File: src/rtl/alu_pkg.sv
// alu_pkg: ALU control codes and the operand-forwarding select type shared
// by the EX-stage operand logic.
package alu_pkg;

   // Width of the ALU control code driven into the ALU's ALUCtl input.
   localparam int unsigned ALU_W = 4;

   // ALU control encodings (classic ALUCtl assignment).
   localparam logic [ALU_W-1:0] ALU_AND = 4'b0000;
   localparam logic [ALU_W-1:0] ALU_OR  = 4'b0001;
   localparam logic [ALU_W-1:0] ALU_ADD = 4'b0010;
   localparam logic [ALU_W-1:0] ALU_SUB = 4'b0110;
   localparam logic [ALU_W-1:0] ALU_SLT = 4'b0111;
   localparam logic [ALU_W-1:0] ALU_NOR = 4'b1100;

   // Where an EX operand is taken from.
   typedef enum logic [1:0] {
      FWD_NONE = 2'd0,  // registered ID/EX value
      FWD_EXM  = 2'd1,  // EX/MEM ALU result
      FWD_WB   = 2'd2   // MEM/WB write-back data
   } fwd_sel_t;

endpackage : alu_pkg

File: src/rtl/fwd_mux.sv
// fwd_mux: per-operand RAW forwarding select. The EX/MEM result wins over
// MEM/WB because it is the younger write; register x0 is never forwarded.
module fwd_mux
   import alu_pkg::*;
#(
   parameter int unsigned XLEN       = 32,
   parameter int unsigned REG_ADDR_W = 5
) (
   input  logic [REG_ADDR_W-1:0] rs_addr_i,
   input  logic [XLEN-1:0]       rs_data_i,
   input  logic                  exm_reg_write_i,
   input  logic [REG_ADDR_W-1:0] exm_rd_addr_i,
   input  logic [XLEN-1:0]       exm_alu_i,
   input  logic                  wb_reg_write_i,
   input  logic [REG_ADDR_W-1:0] wb_rd_addr_i,
   input  logic [XLEN-1:0]       wb_data_i,
   output fwd_sel_t              fwd_sel_o,
   output logic [XLEN-1:0]       fwd_data_o
);

   logic exm_hit;
   logic wb_hit;

   // Detect a pending write to the source register in each later stage.
   always_comb begin
      exm_hit = exm_reg_write_i && (exm_rd_addr_i != '0) && (exm_rd_addr_i == rs_addr_i);
      wb_hit  = wb_reg_write_i  && (wb_rd_addr_i  != '0) && (wb_rd_addr_i  == rs_addr_i);
   end

   // Prioritise the youngest producer.
   always_comb begin
      fwd_sel_o = FWD_NONE;
      if (exm_hit) begin
         fwd_sel_o = FWD_EXM;
      end else if (wb_hit) begin
         fwd_sel_o = FWD_WB;
      end
   end

   // Steer the selected source onto the operand.
   always_comb begin
      fwd_data_o = rs_data_i;
      case (fwd_sel_o)
         FWD_EXM: fwd_data_o = exm_alu_i;
         FWD_WB:  fwd_data_o = wb_data_i;
         default: fwd_data_o = rs_data_i;
      endcase
   end

endmodule : fwd_mux

File: src/rtl/id_ex_stage.sv
// id_ex_stage: ID/EX pipeline register with EX operand select for the ALU.
// Edge priority is reset > flush > stall > capture.
// Build option: define FWD_EN to enable EX/MEM and MEM/WB forwarding, stall
// refresh of held operands and register-file write-through on capture.
// Without FWD_EN operands come only from the registered values.
module id_ex_stage
   import alu_pkg::*;
#(
   parameter int unsigned ALU_INSTRUCTION_WIDTH = 4,
   parameter int unsigned XLEN                  = 32,
   parameter int unsigned REG_ADDR_W            = 5
) (
   input  logic                             clk,
   input  logic                             rst_n,
   input  logic                             stall,
   input  logic                             flush,
   input  logic                             id_valid,
   input  logic [ALU_INSTRUCTION_WIDTH-1:0] id_alu_ctl,
   input  logic [REG_ADDR_W-1:0]            id_rs1_addr,
   input  logic [REG_ADDR_W-1:0]            id_rs2_addr,
   input  logic [REG_ADDR_W-1:0]            id_rd_addr,
   input  logic [XLEN-1:0]                  id_rs1_data,
   input  logic [XLEN-1:0]                  id_rs2_data,
   input  logic [XLEN-1:0]                  id_imm,
   input  logic [XLEN-1:0]                  id_pc,
   input  logic                             id_use_imm,
   input  logic                             id_use_pc,
   input  logic                             id_reg_write,
   input  logic                             id_is_branch,
   input  logic                             exm_reg_write,
   input  logic [REG_ADDR_W-1:0]            exm_rd_addr,
   input  logic [XLEN-1:0]                  exm_alu_o,
   input  logic                             wb_reg_write,
   input  logic [REG_ADDR_W-1:0]            wb_rd_addr,
   input  logic [XLEN-1:0]                  wb_data,
   output logic                             ex_valid,
   output logic [ALU_INSTRUCTION_WIDTH-1:0] ex_alu_ctl,
   output logic [XLEN-1:0]                  ex_a,
   output logic [XLEN-1:0]                  ex_b,
   output logic [XLEN-1:0]                  ex_store_data,
   output logic [XLEN-1:0]                  ex_pc,
   output logic [REG_ADDR_W-1:0]            ex_rd_addr,
   output logic                             ex_reg_write,
   output logic                             ex_is_branch
);

   localparam logic [ALU_INSTRUCTION_WIDTH-1:0] ALU_ADD_CODE = ALU_INSTRUCTION_WIDTH'(ALU_ADD);

   // ID/EX register fields
   logic                             valid_q,     valid_d;
   logic [ALU_INSTRUCTION_WIDTH-1:0] alu_ctl_q,   alu_ctl_d;
   logic [REG_ADDR_W-1:0]            rs1_addr_q,  rs1_addr_d;
   logic [REG_ADDR_W-1:0]            rs2_addr_q,  rs2_addr_d;
   logic [REG_ADDR_W-1:0]            rd_addr_q,   rd_addr_d;
   logic [XLEN-1:0]                  rs1_data_q,  rs1_data_d;
   logic [XLEN-1:0]                  rs2_data_q,  rs2_data_d;
   logic [XLEN-1:0]                  imm_q,       imm_d;
   logic [XLEN-1:0]                  pc_q,        pc_d;
   logic                             use_imm_q,   use_imm_d;
   logic                             use_pc_q,    use_pc_d;
   logic                             reg_write_q, reg_write_d;
   logic                             is_branch_q, is_branch_d;

   // Write-back hits used for capture write-through and stall refresh
   logic wb_hit_id_rs1;
   logic wb_hit_id_rs2;
   logic wb_hit_ex_rs1;
   logic wb_hit_ex_rs2;

   logic [XLEN-1:0] fwd_rs1;
   logic [XLEN-1:0] fwd_rs2;
   fwd_sel_t        fwd_sel_rs1;
   fwd_sel_t        fwd_sel_rs2;

   // Compare the MEM/WB destination against incoming and held source indices.
   always_comb begin
      wb_hit_id_rs1 = 1'b0;
      wb_hit_id_rs2 = 1'b0;
      wb_hit_ex_rs1 = 1'b0;
      wb_hit_ex_rs2 = 1'b0;
`ifdef FWD_EN
      if (wb_reg_write && (wb_rd_addr != '0)) begin
         wb_hit_id_rs1 = (wb_rd_addr == id_rs1_addr);
         wb_hit_id_rs2 = (wb_rd_addr == id_rs2_addr);
         wb_hit_ex_rs1 = (wb_rd_addr == rs1_addr_q);
         wb_hit_ex_rs2 = (wb_rd_addr == rs2_addr_q);
      end
`endif
   end

   // Next-state selection: flush, else stall (hold + refresh), else capture.
   always_comb begin
      valid_d     = valid_q;
      alu_ctl_d   = alu_ctl_q;
      rs1_addr_d  = rs1_addr_q;
      rs2_addr_d  = rs2_addr_q;
      rd_addr_d   = rd_addr_q;
      rs1_data_d  = rs1_data_q;
      rs2_data_d  = rs2_data_q;
      imm_d       = imm_q;
      pc_d        = pc_q;
      use_imm_d   = use_imm_q;
      use_pc_d    = use_pc_q;
      reg_write_d = reg_write_q;
      is_branch_d = is_branch_q;

      if (flush) begin
         // Bubble: kill side effects, data fields keep their old contents.
         valid_d     = 1'b0;
         reg_write_d = 1'b0;
         is_branch_d = 1'b0;
         alu_ctl_d   = ALU_ADD_CODE;
      end else if (stall) begin
         // A value retiring while we are held would otherwise be lost once
         // it leaves MEM/WB, so pull it into the held operand now.
         if (wb_hit_ex_rs1) begin
            rs1_data_d = wb_data;
         end
         if (wb_hit_ex_rs2) begin
            rs2_data_d = wb_data;
         end
      end else begin
         valid_d     = id_valid;
         alu_ctl_d   = id_alu_ctl;
         rs1_addr_d  = id_rs1_addr;
         rs2_addr_d  = id_rs2_addr;
         rd_addr_d   = id_rd_addr;
         rs1_data_d  = wb_hit_id_rs1 ? wb_data : id_rs1_data;
         rs2_data_d  = wb_hit_id_rs2 ? wb_data : id_rs2_data;
         imm_d       = id_imm;
         pc_d        = id_pc;
         use_imm_d   = id_use_imm;
         use_pc_d    = id_use_pc;
         reg_write_d = id_reg_write & id_valid;
         is_branch_d = id_is_branch & id_valid;
      end
   end

   // ID/EX pipeline register with synchronous active-low reset.
   always_ff @(posedge clk) begin
      if (!rst_n) begin
         valid_q     <= 1'b0;
         alu_ctl_q   <= '0;
         rs1_addr_q  <= '0;
         rs2_addr_q  <= '0;
         rd_addr_q   <= '0;
         rs1_data_q  <= '0;
         rs2_data_q  <= '0;
         imm_q       <= '0;
         pc_q        <= '0;
         use_imm_q   <= 1'b0;
         use_pc_q    <= 1'b0;
         reg_write_q <= 1'b0;
         is_branch_q <= 1'b0;
      end else begin
         valid_q     <= valid_d;
         alu_ctl_q   <= alu_ctl_d;
         rs1_addr_q  <= rs1_addr_d;
         rs2_addr_q  <= rs2_addr_d;
         rd_addr_q   <= rd_addr_d;
         rs1_data_q  <= rs1_data_d;
         rs2_data_q  <= rs2_data_d;
         imm_q       <= imm_d;
         pc_q        <= pc_d;
         use_imm_q   <= use_imm_d;
         use_pc_q    <= use_pc_d;
         reg_write_q <= reg_write_d;
         is_branch_q <= is_branch_d;
      end
   end

`ifdef FWD_EN
   logic exm_we_fwd;
   logic wb_we_fwd;
   assign exm_we_fwd = exm_reg_write;
   assign wb_we_fwd  = wb_reg_write;
`else
   // Later-stage writes are never forwarded; the hazard unit stalls instead.
   logic exm_we_fwd;
   logic wb_we_fwd;
   logic unused_fwd_we;
   assign exm_we_fwd    = 1'b0;
   assign wb_we_fwd     = 1'b0;
   assign unused_fwd_we = exm_reg_write ^ wb_reg_write;
`endif

   fwd_mux #(
      .XLEN       (XLEN),
      .REG_ADDR_W (REG_ADDR_W)
   ) u_fwd_rs1 (
      .rs_addr_i       (rs1_addr_q),
      .rs_data_i       (rs1_data_q),
      .exm_reg_write_i (exm_we_fwd),
      .exm_rd_addr_i   (exm_rd_addr),
      .exm_alu_i       (exm_alu_o),
      .wb_reg_write_i  (wb_we_fwd),
      .wb_rd_addr_i    (wb_rd_addr),
      .wb_data_i       (wb_data),
      .fwd_sel_o       (fwd_sel_rs1),
      .fwd_data_o      (fwd_rs1)
   );

   fwd_mux #(
      .XLEN       (XLEN),
      .REG_ADDR_W (REG_ADDR_W)
   ) u_fwd_rs2 (
      .rs_addr_i       (rs2_addr_q),
      .rs_data_i       (rs2_data_q),
      .exm_reg_write_i (exm_we_fwd),
      .exm_rd_addr_i   (exm_rd_addr),
      .exm_alu_i       (exm_alu_o),
      .wb_reg_write_i  (wb_we_fwd),
      .wb_rd_addr_i    (wb_rd_addr),
      .wb_data_i       (wb_data),
      .fwd_sel_o       (fwd_sel_rs2),
      .fwd_data_o      (fwd_rs2)
   );

   // The select codes are only informative here; the data already reflects them.
   logic unused_fwd_sel;
   assign unused_fwd_sel = ^{fwd_sel_rs1, fwd_sel_rs2};

   // EX operand select and registered outputs.
   always_comb begin
      ex_valid      = valid_q;
      ex_alu_ctl    = alu_ctl_q;
      ex_a          = use_pc_q  ? pc_q  : fwd_rs1;
      ex_b          = use_imm_q ? imm_q : fwd_rs2;
      ex_store_data = fwd_rs2;
      ex_pc         = pc_q;
      ex_rd_addr    = rd_addr_q;
      ex_reg_write  = reg_write_q;
      ex_is_branch  = is_branch_q;
   end

endmodule : id_ex_stage

File: config.mk
export PLATFORM = sky130hd
export DESIGN_NAME = id_ex_stage
export DESIGN_NICKNAME = d
export VERILOG_FILES = /design/src/rtl/alu_pkg.sv /design/src/rtl/fwd_mux.sv /design/src/rtl/id_ex_stage.sv
export SDC_FILE = /design/constraint.sdc
export NUM_CORES = 1
export LEC_CHECK = 0
export BUFFER_PORTS_ARGS = -buffer_cell sky130_fd_sc_hd__buf_4
export CAP_MARGIN = 5
export CORE_AREA = 2 2 144 146
export DETAILED_ROUTE_END_ITERATION = 8
export DIE_AREA = 0 0 146 148
export PLACE_DENSITY = 0.62
export SETUP_SLACK_MARGIN = 0.4
export SYNTH_ARGS = -nofsm -noshare
export SYNTH_HDL_FRONTEND = slang
export SYNTH_SLANG_ARGS = --single-unit
File: constraint.sdc
create_clock -name clk -period 1.3 [get_ports clk]
set_input_delay 0.065 -clock clk [delete_from_list [all_inputs] [get_ports clk]]
set_output_delay 0.065 -clock clk [all_outputs]
set_load 0.01 [all_outputs]
## Yosys cells after proc, flatten, opt, wreduce, memory -nomap -nowiden

Cells that the tools add are included.

- Memory bits (read-only): 0
- Output and inout bits: 140
- Memories kept: 0
- Input port bits: 232
- Bits in latches: 0
- Flip-flop bits (word level): 142
- Memory bits (writable): 0

- Bitwise gates (word level): 5
- Muxes and demuxes: 4
- Multipliers: 0
- Shifts and indexed selects: 0
- Reductions and logical operators: 2
- Eq/ne operators: 1
- Add/sub/neg operators: 0
- $lt $le $gt $ge: 0
- Div/mod/pow operators: 0

Operators by type and width:

| kind | count |
|---|---|
| 32-bit 2-to-1 mux | 2 |
| 2-bit 2-to-1 mux | 2 |
| 1-bit inverter | 3 |
| 1-bit bitwise AND | 2 |
| 2-bit by 1-bit inequality test with 1-bit output, second input constant | 1 |
| 2-bit AND reduction | 1 |
| 2-bit OR reduction | 1 |

## Logic depth before layout (Yosys ltp)

Gate-level depths: netlist (run 1).

- Depth after elaboration: 2
- Gate-level depth with buffers: 6
- Depth with buffers taken out: 2

## By module

From an unflattened synthesis (run 1), not the netlist that was laid out.

- Cells, all modules: 1136
- Area total of the unflattened synthesis: 9452.8 µm²

Modules (own cells, without submodules):

| module | times used | area an instance (µm²) | sequential area each (µm²) | cells each |
|---|---|---|---|---|
| id_ex_stage | 1 | 7068.0 | 3042.9 | 760 |
| fwd_mux | 2 | 1192.4 | 0.0 | 188 |

## Least setup slack after synthesis (run 1)

No wires, ideal clock.

- Kind: flip-flop to output port
- Start point: register use_imm_q
- End point: output ex_b[17]
- Stages on the path, launching flop included: 4
- Data arrival time: 1.215 ns
- Slack: 0.020 ns
- Data required time: 1.235 ns
- Cell sequence: dfxtp_1 > clkbuf_1 > clkbuf_1 > mux2_2

- Cells in the longest elaborated chain, start to end: 1

RTL lines:

| element | RTL line | source |
|---|---|---|
| start, declared | id_ex_stage.sv:59 | `logic use_imm_q, use_imm_d;` |
| start signal, assigned | id_ex_stage.sv:165 | `use_imm_q <= use_imm_d;` |
| 32-bit 2-to-1 mux | id_ex_stage.sv:228 | `ex_b = use_imm_q ? imm_q : fwd_rs2;` |
| end, declared | id_ex_stage.sv:39 | `output logic [XLEN-1:0] ex_b,` |

Every way passes these cells.

## Worst setup path in the final report (run 1)

- Start point: register use_imm_q
- End point: output ex_b[4]

Same word-level chain as after synthesis.

==> out/metrics.yaml, run 1 <==
outcome: "complete, but fails checks"
violations: "negative setup slack"
die_area_um2: 21600
die_w_um: 146
arrival_ns: 1.49
yosysSeqAreaShare: 0.427
final_util: 0.606
dpl-instance-area_um2: 9310
layout_common_cells: "buf_4 (158), dlygate4sd3_1 (142), buf_6 (141)"
nNetsFinal: 1342
yosysTopAreaCell: "dfxtp_1"
hpwl_um: 13800
period_share: 1.20
dr_total_vias: 6888
antenna_found_initial: 0
clock_latency_ns: 0.42
tightest_slew_ns: 0.507
core-area_um2: 20000
area_delta_synth_final_pct: 82.5
cap_violations: 0
crit_fanout: 13
grt_pass1_vias: 7081
clk_pin_slew_ns: 0.06
tritoncts: "built"
drt-pass1-iter-count: 7
drt-total-wl_um: 23300
drc: 0
synth_area_per_cell_um2: 9.33
ctsHtreeMaxLevel: 4
worstSetupEndpointType: "primary output"
ys_seq_elements: 142
n_antenna_cell: 0
initial_core_util: 0.332
cts_sinks: 142
tns_ns: -14.17
ir_drop_v: 0.000824
p_leak_nw: 5.01
track_usage: 0.207
min_path_type: "in -> reg"
max_freq_ghz: 0.641
stdcell_area_um2: 12100
port_buffers: 285
seq_area_um2: 2950
synth_fp_nets: 945
layout-drive-gt1-share: 0.439
max-slew-margin-rel: 0.662
grt-ovfl-total: 0
cts_buffer_depth: 2
final_common_cell: "buf_4"
required_ns: 1.24
gp_congestion: 0.838
worstSetupPathType: "reg -> out"
synth_top_area_frac: 0.427
dp.cells: 1212
multiInputGateArea_um2: 3600
rows: 52
setup_ws_ns: -0.259
hold_viol_final: 0
power_density_nw_per_um2: 1010
worstSetupStartpointType: "flop"
antenna_left: 0
yosysUniqueCellTypes: 17
drtIter0Drc: 247
synthCells: 713
dp_slack_ns: 0.117
slew_viol_final: 0
whs_ns: 0.0196
fillCellCount: 1675
setup_viol: 64
grt_pass1_wl_um: 36300
stdcell_count: 1393
wl_per_cell_um: 16.7
yosys-top-cells-area: "dfxtp_1 (43%), or3b_1 (18%), mux2_2 (11%)"
rsz0062_at_grt: "true"
grt_max_degree: 69
clock_skew_ns: 0
via_per_inst: 4.94
ys.warnings.count: 0
chipHeight_um: 148
root_buffer: "clkbuf_16"
synth_area_um2: 6650
final.min_clock_period_ns: 1.56
io_pins: 372
cts_made_buffers: 17
power_mw: 12.2
per-layer routing:
| metal | routed length (um) | GRT usage | up-vias |
|---|---|---|---|
| met2 | 12000 | 0.367 | 203 |
| met3 | 1120 | 0.0556 | 45 |
| met4 | 654 | 0.0854 | 0 |
| met1 | 9530 | 0.236 | 3250 |
| met5 | 0 | 0 | - |
| li1 | - | - | 3390 |
kinds of logic after synthesis:
group	count (synthesis)	share of synthesized area
DFF	142	0.427
AOI/OAI and AO/OA	273	0.205
and+or+nand+nor	144	0.184
muxes	69	0.116
buffers and inverters	85	0.0670
worst paths after layout:
kind | cells after the start | start | slack (ns) | end
setup / recovery | 3 | use_imm_q$_SDFFE_PN0P_ | -0.26 | ex_b[4]
hold / removal | 3 | id_imm[22] | 0.02 | imm_q[22]$_SDFFE_PN0P_
setup reg to reg | 3 | use_imm_q$_SDFFE_PN0P_ | 0.45 | use_imm_q$_SDFFE_PN0P_
hold reg to reg | 2 | rs1_data_q[21]$_SDFFE_PN0P_ | 0.47 | rs1_data_q[21]$_SDFFE_PN0P_
synth_stat cells:
| library cell | instances |
|---|---|
| a21oi_1 | 138 |
| buf_12 | 1 |
| buf_2 | 13 |
| buf_4 | 1 |
| buf_6 | 12 |
| clkbuf_1 | 56 |
| dfxtp_1 | 142 |
| inv_1 | 1 |
| inv_2 | 1 |
| mux2_2 | 64 |
| mux2i_1 | 5 |
| nand2_1 | 2 |
| nand2b_1 | 1 |
| nand3b_1 | 2 |
| nor2_1 | 4 |
| o21ai_0 | 135 |
| or3b_1 | 135 |
sequential cells by signal (all words and copies together), names as in the netlist:
register	flops
rs1_data_q	32
ex_is_branch	1
use_imm_q	1
ex_rd_addr	5
ex_valid	1
imm_q	32
rs2_data_q	32
use_pc_q	1
ex_pc	32
ex_alu_ctl	4
ex_reg_write	1
area by class of cell:
class | instances | area share
inverters | 2 | 0.000825
multi-input cells | 486 | 0.297
clock inverters | 13 | 0.0145
well taps | 270 | 0.0278
clock buffers | 19 | 0.0373
repair buffers | 461 | 0.379
flip-flops and latches | 142 | 0.243
critical path, cell delays in order, from the launching register on:
cell     delay (ns)
dfxtp_4        0.44
buf_12         0.19
mux2_4         0.32
buf_6          0.12
repair_timing:
| action | in CTS | in global routing |
|---|---|---|
| endpoints found under the hold margin | 141 | 0 |
| hold buffers | 143 | 0 |
| gates resized for setup | 223 | 8 |
| setup endpoints to repair | 140 | 152 |
| setup buffers | 2 | 1 |
| pin swaps | 0 | 0 |
| cloned | 1 | 2 |
where the power goes:
group / internal, mW / total (mW) / switching, mW
Sequential: 4.57 / 4.72 / 0.153
Combinational: 1.42 / 2.31 / 0.885
Clock: 3.17 / 5.21 / 2.04
(Power assumes the default switching activity.)
==> run 2, diff against run 1 <==
- REMOVE_ABC_BUFFERS: not set -> 1
- clock period: 1.3 -> 1.5 ns (I/O delays scaled with it)
==> out/metrics.yaml, run 2 (synthesis results as in run 1) <==
core-area_um2: 20000  # unchanged
chipHeight_um: 148  # unchanged
nNetsFinal: 1319  # -1.7%
fillCellCount: 1711  # +2.1%
final_common_cell: "buf_4"
die_area_um2: 21600  # unchanged
clock_skew_ns: 0  # unchanged
rows: 52  # unchanged
io_pins: 372  # unchanged
ir_drop_v: 0.000696  # -16%
tns_ns: -1.52  # +12.65 ns
worstSetupPathType: "reg -> out"
stdcell_count: 1371  # -1.6%
ctsHtreeMaxLevel: 4  # unchanged
stdcell_area_um2: 11500  # -5.6%
track_usage: 0.190  # -0.0173
drt-total-wl_um: 21500  # -7.8%
max-slew-margin-rel: 0.636  # -0.0254
drc: 0  # unchanged
clock_latency_ns: 0.41  # about the same
worstSetupStartpointType: "flop"
final_util: 0.571  # -0.0342
grt_pass1_vias: 6527  # -7.8%
crit_fanout: 15  # +2
root_buffer: "clkbuf_16"
setup_ws_ns: -0.0559  # +0.203 ns
die_w_um: 146  # unchanged
via_per_inst: 4.86  # -1.6%
min_path_type: "in -> reg"
cts_sinks: 142  # unchanged
layout-drive-gt1-share: 0.371  # -0.0681
antenna_found_initial: 1  # +1
tightest_slew_ns: 0.546  # +0.0381 ns
hold_viol_final: 0  # unchanged
port_buffers: 285  # unchanged
clk_pin_slew_ns: 0.06  # about the same
setup_viol: 43  # -33%
p_leak_nw: 4.77  # -4.7%
cap_violations: 0  # unchanged
tritoncts: "built"
violations: "negative setup slack"
seq_area_um2: 2850  # -3.4%
rsz0062_at_grt: "true"
final.min_clock_period_ns: 1.56
required_ns: 1.42  # +0.18 ns
dr_total_vias: 6668  # -3.2%
layout_common_cells: "buf_4 (237), dfxtp_1 (140), a21oi_1 (138)"
grt_max_degree: 80  # +16%
hpwl_um: 12700  # -7.5%
power_density_nw_per_um2: 914  # -9.3%
slew_viol_final: 0  # unchanged
dpl-instance-area_um2: 9030  # -2.9%
dp_slack_ns: 0.326  # +0.209 ns
period_share: 1.04
arrival_ns: 1.48  # about the same
grt-ovfl-total: 0  # unchanged
wl_per_cell_um: 15.7  # -6.4%
drtIter0Drc: 260  # +5.3%
cts_made_buffers: 17  # unchanged
area_delta_synth_final_pct: 72.2
antenna_left: 0  # unchanged
dp.cells: 1206  # -0.50%
max_freq_ghz: 0.643
outcome: "complete, but fails checks"
multiInputGateArea_um2: 3560  # -1.1%
drt-pass1-iter-count: 6  # -1
grt_pass1_wl_um: 33500  # -7.7%
cts_buffer_depth: 2  # unchanged
initial_core_util: 0.332  # unchanged
gp_congestion: 0.760  # -9.2%
worstSetupEndpointType: "primary output"
run 2: worst paths after layout:
path	from	slack [ns]	depth (start not counted)	endpoint
worst max register to register	use_pc_q$_SDFFE_PN0P_	0.58	3	use_pc_q$_SDFFE_PN0P_
worst max-delay path	use_pc_q$_SDFFE_PN0P_	-0.06	3	ex_a[6]
worst min-delay path	id_imm[19]	0.02	3	imm_q[19]$_SDFFE_PN0P_
worst min register to register	ex_is_branch$_SDFFE_PP0N_	0.46	2	ex_is_branch$_SDFFE_PP0N_
run 2: area by class of cell:
class / count / share of cell area
tap: 270 / 0.0295
clock buffer: 19 / 0.0395
sequential: 142 / 0.249
timing repair buffer: 438 / 0.354
clock inverter: 13 / 0.0162
multi-input combinational: 486 / 0.311
antenna: 1 / 0.000219
inverter: 2 / 0.000874
run 2: worst max-delay path, cell delays in order (launching register included):
cell	delay, ns
dfxtp_4	0.42
buf_12	0.20
mux2_4	0.32
buf_6	0.13
run 2: power by group:
part	leakage, nW	switching [mW]	total (mW)	internal [mW]
clock	0.310	1.68	4.57	2.88
combinational	3.30	0.735	1.86	1.12
sequential	1.16	0.108	4.05	3.94
total	4.77	2.53	10.5	7.94
run 2: stage by stage:
stage	hold WS, ns	total power [mW]
after global placement	0.305	5.54
final	0.0226	10.5
after floorplan	0.204	4.63
after detailed placement	0.316	5.56
after global routing	0.00414	10.9
after CTS	0.000237	10.6
run 2: per-layer routing:
metal | track usage | share of wire | vias to the layer above
li1 | - | - | 3367
met3 | 0.0475 | 0.045 | 34
met4 | 0.0694 | 0.022 | 0
met2 | 0.325 | 0.50 | 176
met1 | 0.231 | 0.43 | 3091
met5 | 0 | 0 | -
run 2: repair_timing:
| item | 4_1_cts | 5_1_grt |
|---|---|---|
| setup buffers | 0 | 0 |
| hold buffers | 129 | 0 |
| endpoints found under the setup margin | 64 | 64 |
| hold endpoints to repair | 129 | 0 |
| resized for setup | 92 | 20 |
| cloned | 1 | 2 |
==> run 3, diff against run 2 <==
- CORE_AREA: 2 2 144 146 -> not set
- CORE_MARGIN: not set -> 2
- CORE_UTILIZATION: not set -> 48
- DIE_AREA: 0 0 146 148 -> not set
- PLACE_DENSITY: 0.62 -> 0.78
- SYNTH_HIERARCHICAL: not set -> 1
==> out/metrics.yaml, run 3 <==
cts_buffer_depth: 2  # unchanged
area_delta_synth_final_pct: 63.0
antenna_found_initial: 1  # unchanged
root_buffer: "clkbuf_16"
tightest_slew_ns: 2.62  # +2.07 ns
worstSetupEndpointType: "primary output"
final_common_cell: "buf_4"
max-slew-margin-rel: -0.751  # -1.39
whs_ns: 0.00387  # -0.0187 ns
path_cells: "o31ai_1, a31oi_1, mux2_4, buf_6"
slowest_delay_ns: 0.39  # -0.03 ns
drc: 0  # unchanged
ys.warnings.count: 6  # +6
p_leak_nw: 5.91  # +24%
synth_area_per_cell_um2: 8.31  # -11%
setup_ws_ns: -0.136  # -0.0803 ns
drtIter0Drc: 1463  # +460%
ctsHtreeMaxLevel: 4  # unchanged
nNetsFinal: 1789  # +36%
violations: "max-slew violations, negative setup slack"
stdcell_count: 1836  # +34%
reg2reg_slack_ns: 0.48  # -0.10 ns
rr_endpoint: "use_pc_q$_SDFFE_PN0P_"
cts_made_buffers: 17  # unchanged
stdcell_area_um2: 15300  # +34%
synthCells: 1130  # +58%
outcome: "complete, but fails checks"
dr_total_vias: 12328  # +85%
crit_path_start: "rs2_data_q[30]$_SDFFE_PN0P_"
r2r_start: "use_pc_q$_SDFFE_PN0P_"
worstSetupStartpointType: "flop"
die_w_um: 144  # -1.5%
grt-ovfl-total: 0  # unchanged
layout-drive-gt1-share: 0.381  # +0.00998
final.min_clock_period_ns: 1.64  # +0.0803 ns
cts_sinks: 152  # +7.0%
grt_pass1_wl_um: 63300  # +89%
grt_pass1_vias: 11897  # +82%
synth_area_um2: 9390  # +41%
rows: 51  # -1.9%
drt-pass1-iter-count: 8  # +2
clock_latency_ns: 0.43  # +0.02 ns
io_pins: 372  # unchanged
chipHeight_um: 144  # -2.8%
max_freq_ghz: 0.611  # -4.9%
tritoncts: "built"
die_area_um2: 20700  # -4.2%
clk_pin_slew_ns: 0.07  # about the same
dpl-instance-area_um2: 12200  # +35%
arrival_ns: 1.56  # +0.08 ns
required_ns: 1.42  # about the same
crit_path_end: "ex_b[30]"
hpwl_um: 23100  # +82%
drt-total-wl_um: 45300  # +110%
rsz0062_at_grt: "true"
final_util: 0.792  # +0.220
power_density_nw_per_um2: 804  # -12%
reg2regPathDepth: 5  # +2
crit_fanout: 2  # -13
dp_slack_ns: 0.299  # -0.0272 ns
wl_per_cell_um: 24.7  # +58%
dp.cells: 1646  # +36%
track_usage: 0.394  # +0.205
core-area_um2: 19300  # -3.5%
clock_skew_ns: 0  # unchanged
min_path_type: "in -> reg"
ir_drop_v: 0.000779  # +12%
layout_common_cells: "buf_4 (325), a21oi_1 (148), or3b_1 (145)"
port_buffers: 369  # +29%
worstSetupPathType: "reg -> out"
gp_congestion: 0.821  # +8.0%
via_per_inst: 6.71  # +38%
setup_viol: 64  # +49%
antenna_left: 0  # unchanged
slew_viol_final: 266  # +266
cap_violations: 0  # unchanged
hold_viol_final: 0  # unchanged
worst_path_max_delay_cell: "a31oi_1"
period_share: 1.09  # +0.0535
initial_core_util: 0.486  # +0.154
grt_max_degree: 52  # -35%
==> run 3: layout make-up <==
class                   instances  area [um^2]
repair buffers                560         5100
inverters                       2         10.0
diodes                          1         2.50
clock inverters                13          141
clock buffers                  19          453
flip-flops and latches        152         3090
multi-input cells             824         6170
well taps                     265          332
fillers                      1150         4030
==> run 3: per-stage QoR <==
| stage | TNS [ns] | total power [mW] |
|---|---|---|
| after floorplan | -129.52 | 5.44 |
| after global placement | 0 | 6.87 |
| after detailed placement | 0 | 6.92 |
| after CTS | -5.63 | 11.8 |
| after global routing | -7.43 | 12.5 |
| final | -6.18 | 12.3 |
==> run 3: power breakdown <==
part	total [mW]	leakage [nW]	internal [mW]	switching, mW
clock network	4.47	0.287	2.56	1.91
registers	4.37	1.26	4.23	0.138
logic	3.47	4.36	1.65	1.83
total	12.3	5.91	8.43	3.87
==> run 3: worst min path at each step <==
| stage | endpoint | cells past startpoint | start |
|---|---|---|---|
| floorplan | ex_alu_ctl[1]$_SDFFE_PN0P_ | 2 | flush |
| global placement | ex_alu_ctl[2]$_SDFFE_PP0N_ | 3 | id_alu_ctl[2] |
| detailed placement | ex_alu_ctl[2]$_SDFFE_PP0N_ | 3 | id_alu_ctl[2] |
| CTS | imm_q[7]$_SDFFE_PN0P_ | 3 | id_imm[7] |
| global route | imm_q[7]$_SDFFE_PN0P_ | 3 | id_imm[7] |
| finish | imm_q[7]$_SDFFE_PN0P_ | 3 | id_imm[7] |
==> run 3: critical path, delay by kind of cell, from the launching register on <==
| family | cells | cell delay [ns] |
|---|---|---|
| AOI/OAI and AO/OA | 2 | 0.46 |
| muxes | 1 | 0.25 |
| DFF | 1 | 0.33 |
| buffers and inverters | 1 | 0.10 |
==> run 3: routing by layer <==
| layer | vias up | track usage | routed length [um] |
|---|---|---|---|
| li1 | 5232 | - | - |
| met1 | 5611 | 0.450 | 15300 |
| met2 | 1106 | 0.634 | 20900 |
| met3 | 379 | 0.117 | 5490 |
| met4 | 0 | 0.271 | 3600 |
| met5 | - | 0 | 0 |
==> run 3: what timing repair did <==
item                                   in CTS  in global routing
setup endpoints to repair                  96                 96
pin swaps                                  25                 15
gates cloned                                3                  1
endpoints found under the hold margin     142                  0
resized for setup                         140                 84
setup buffers                               9                  2
hold buffers                              142                  0
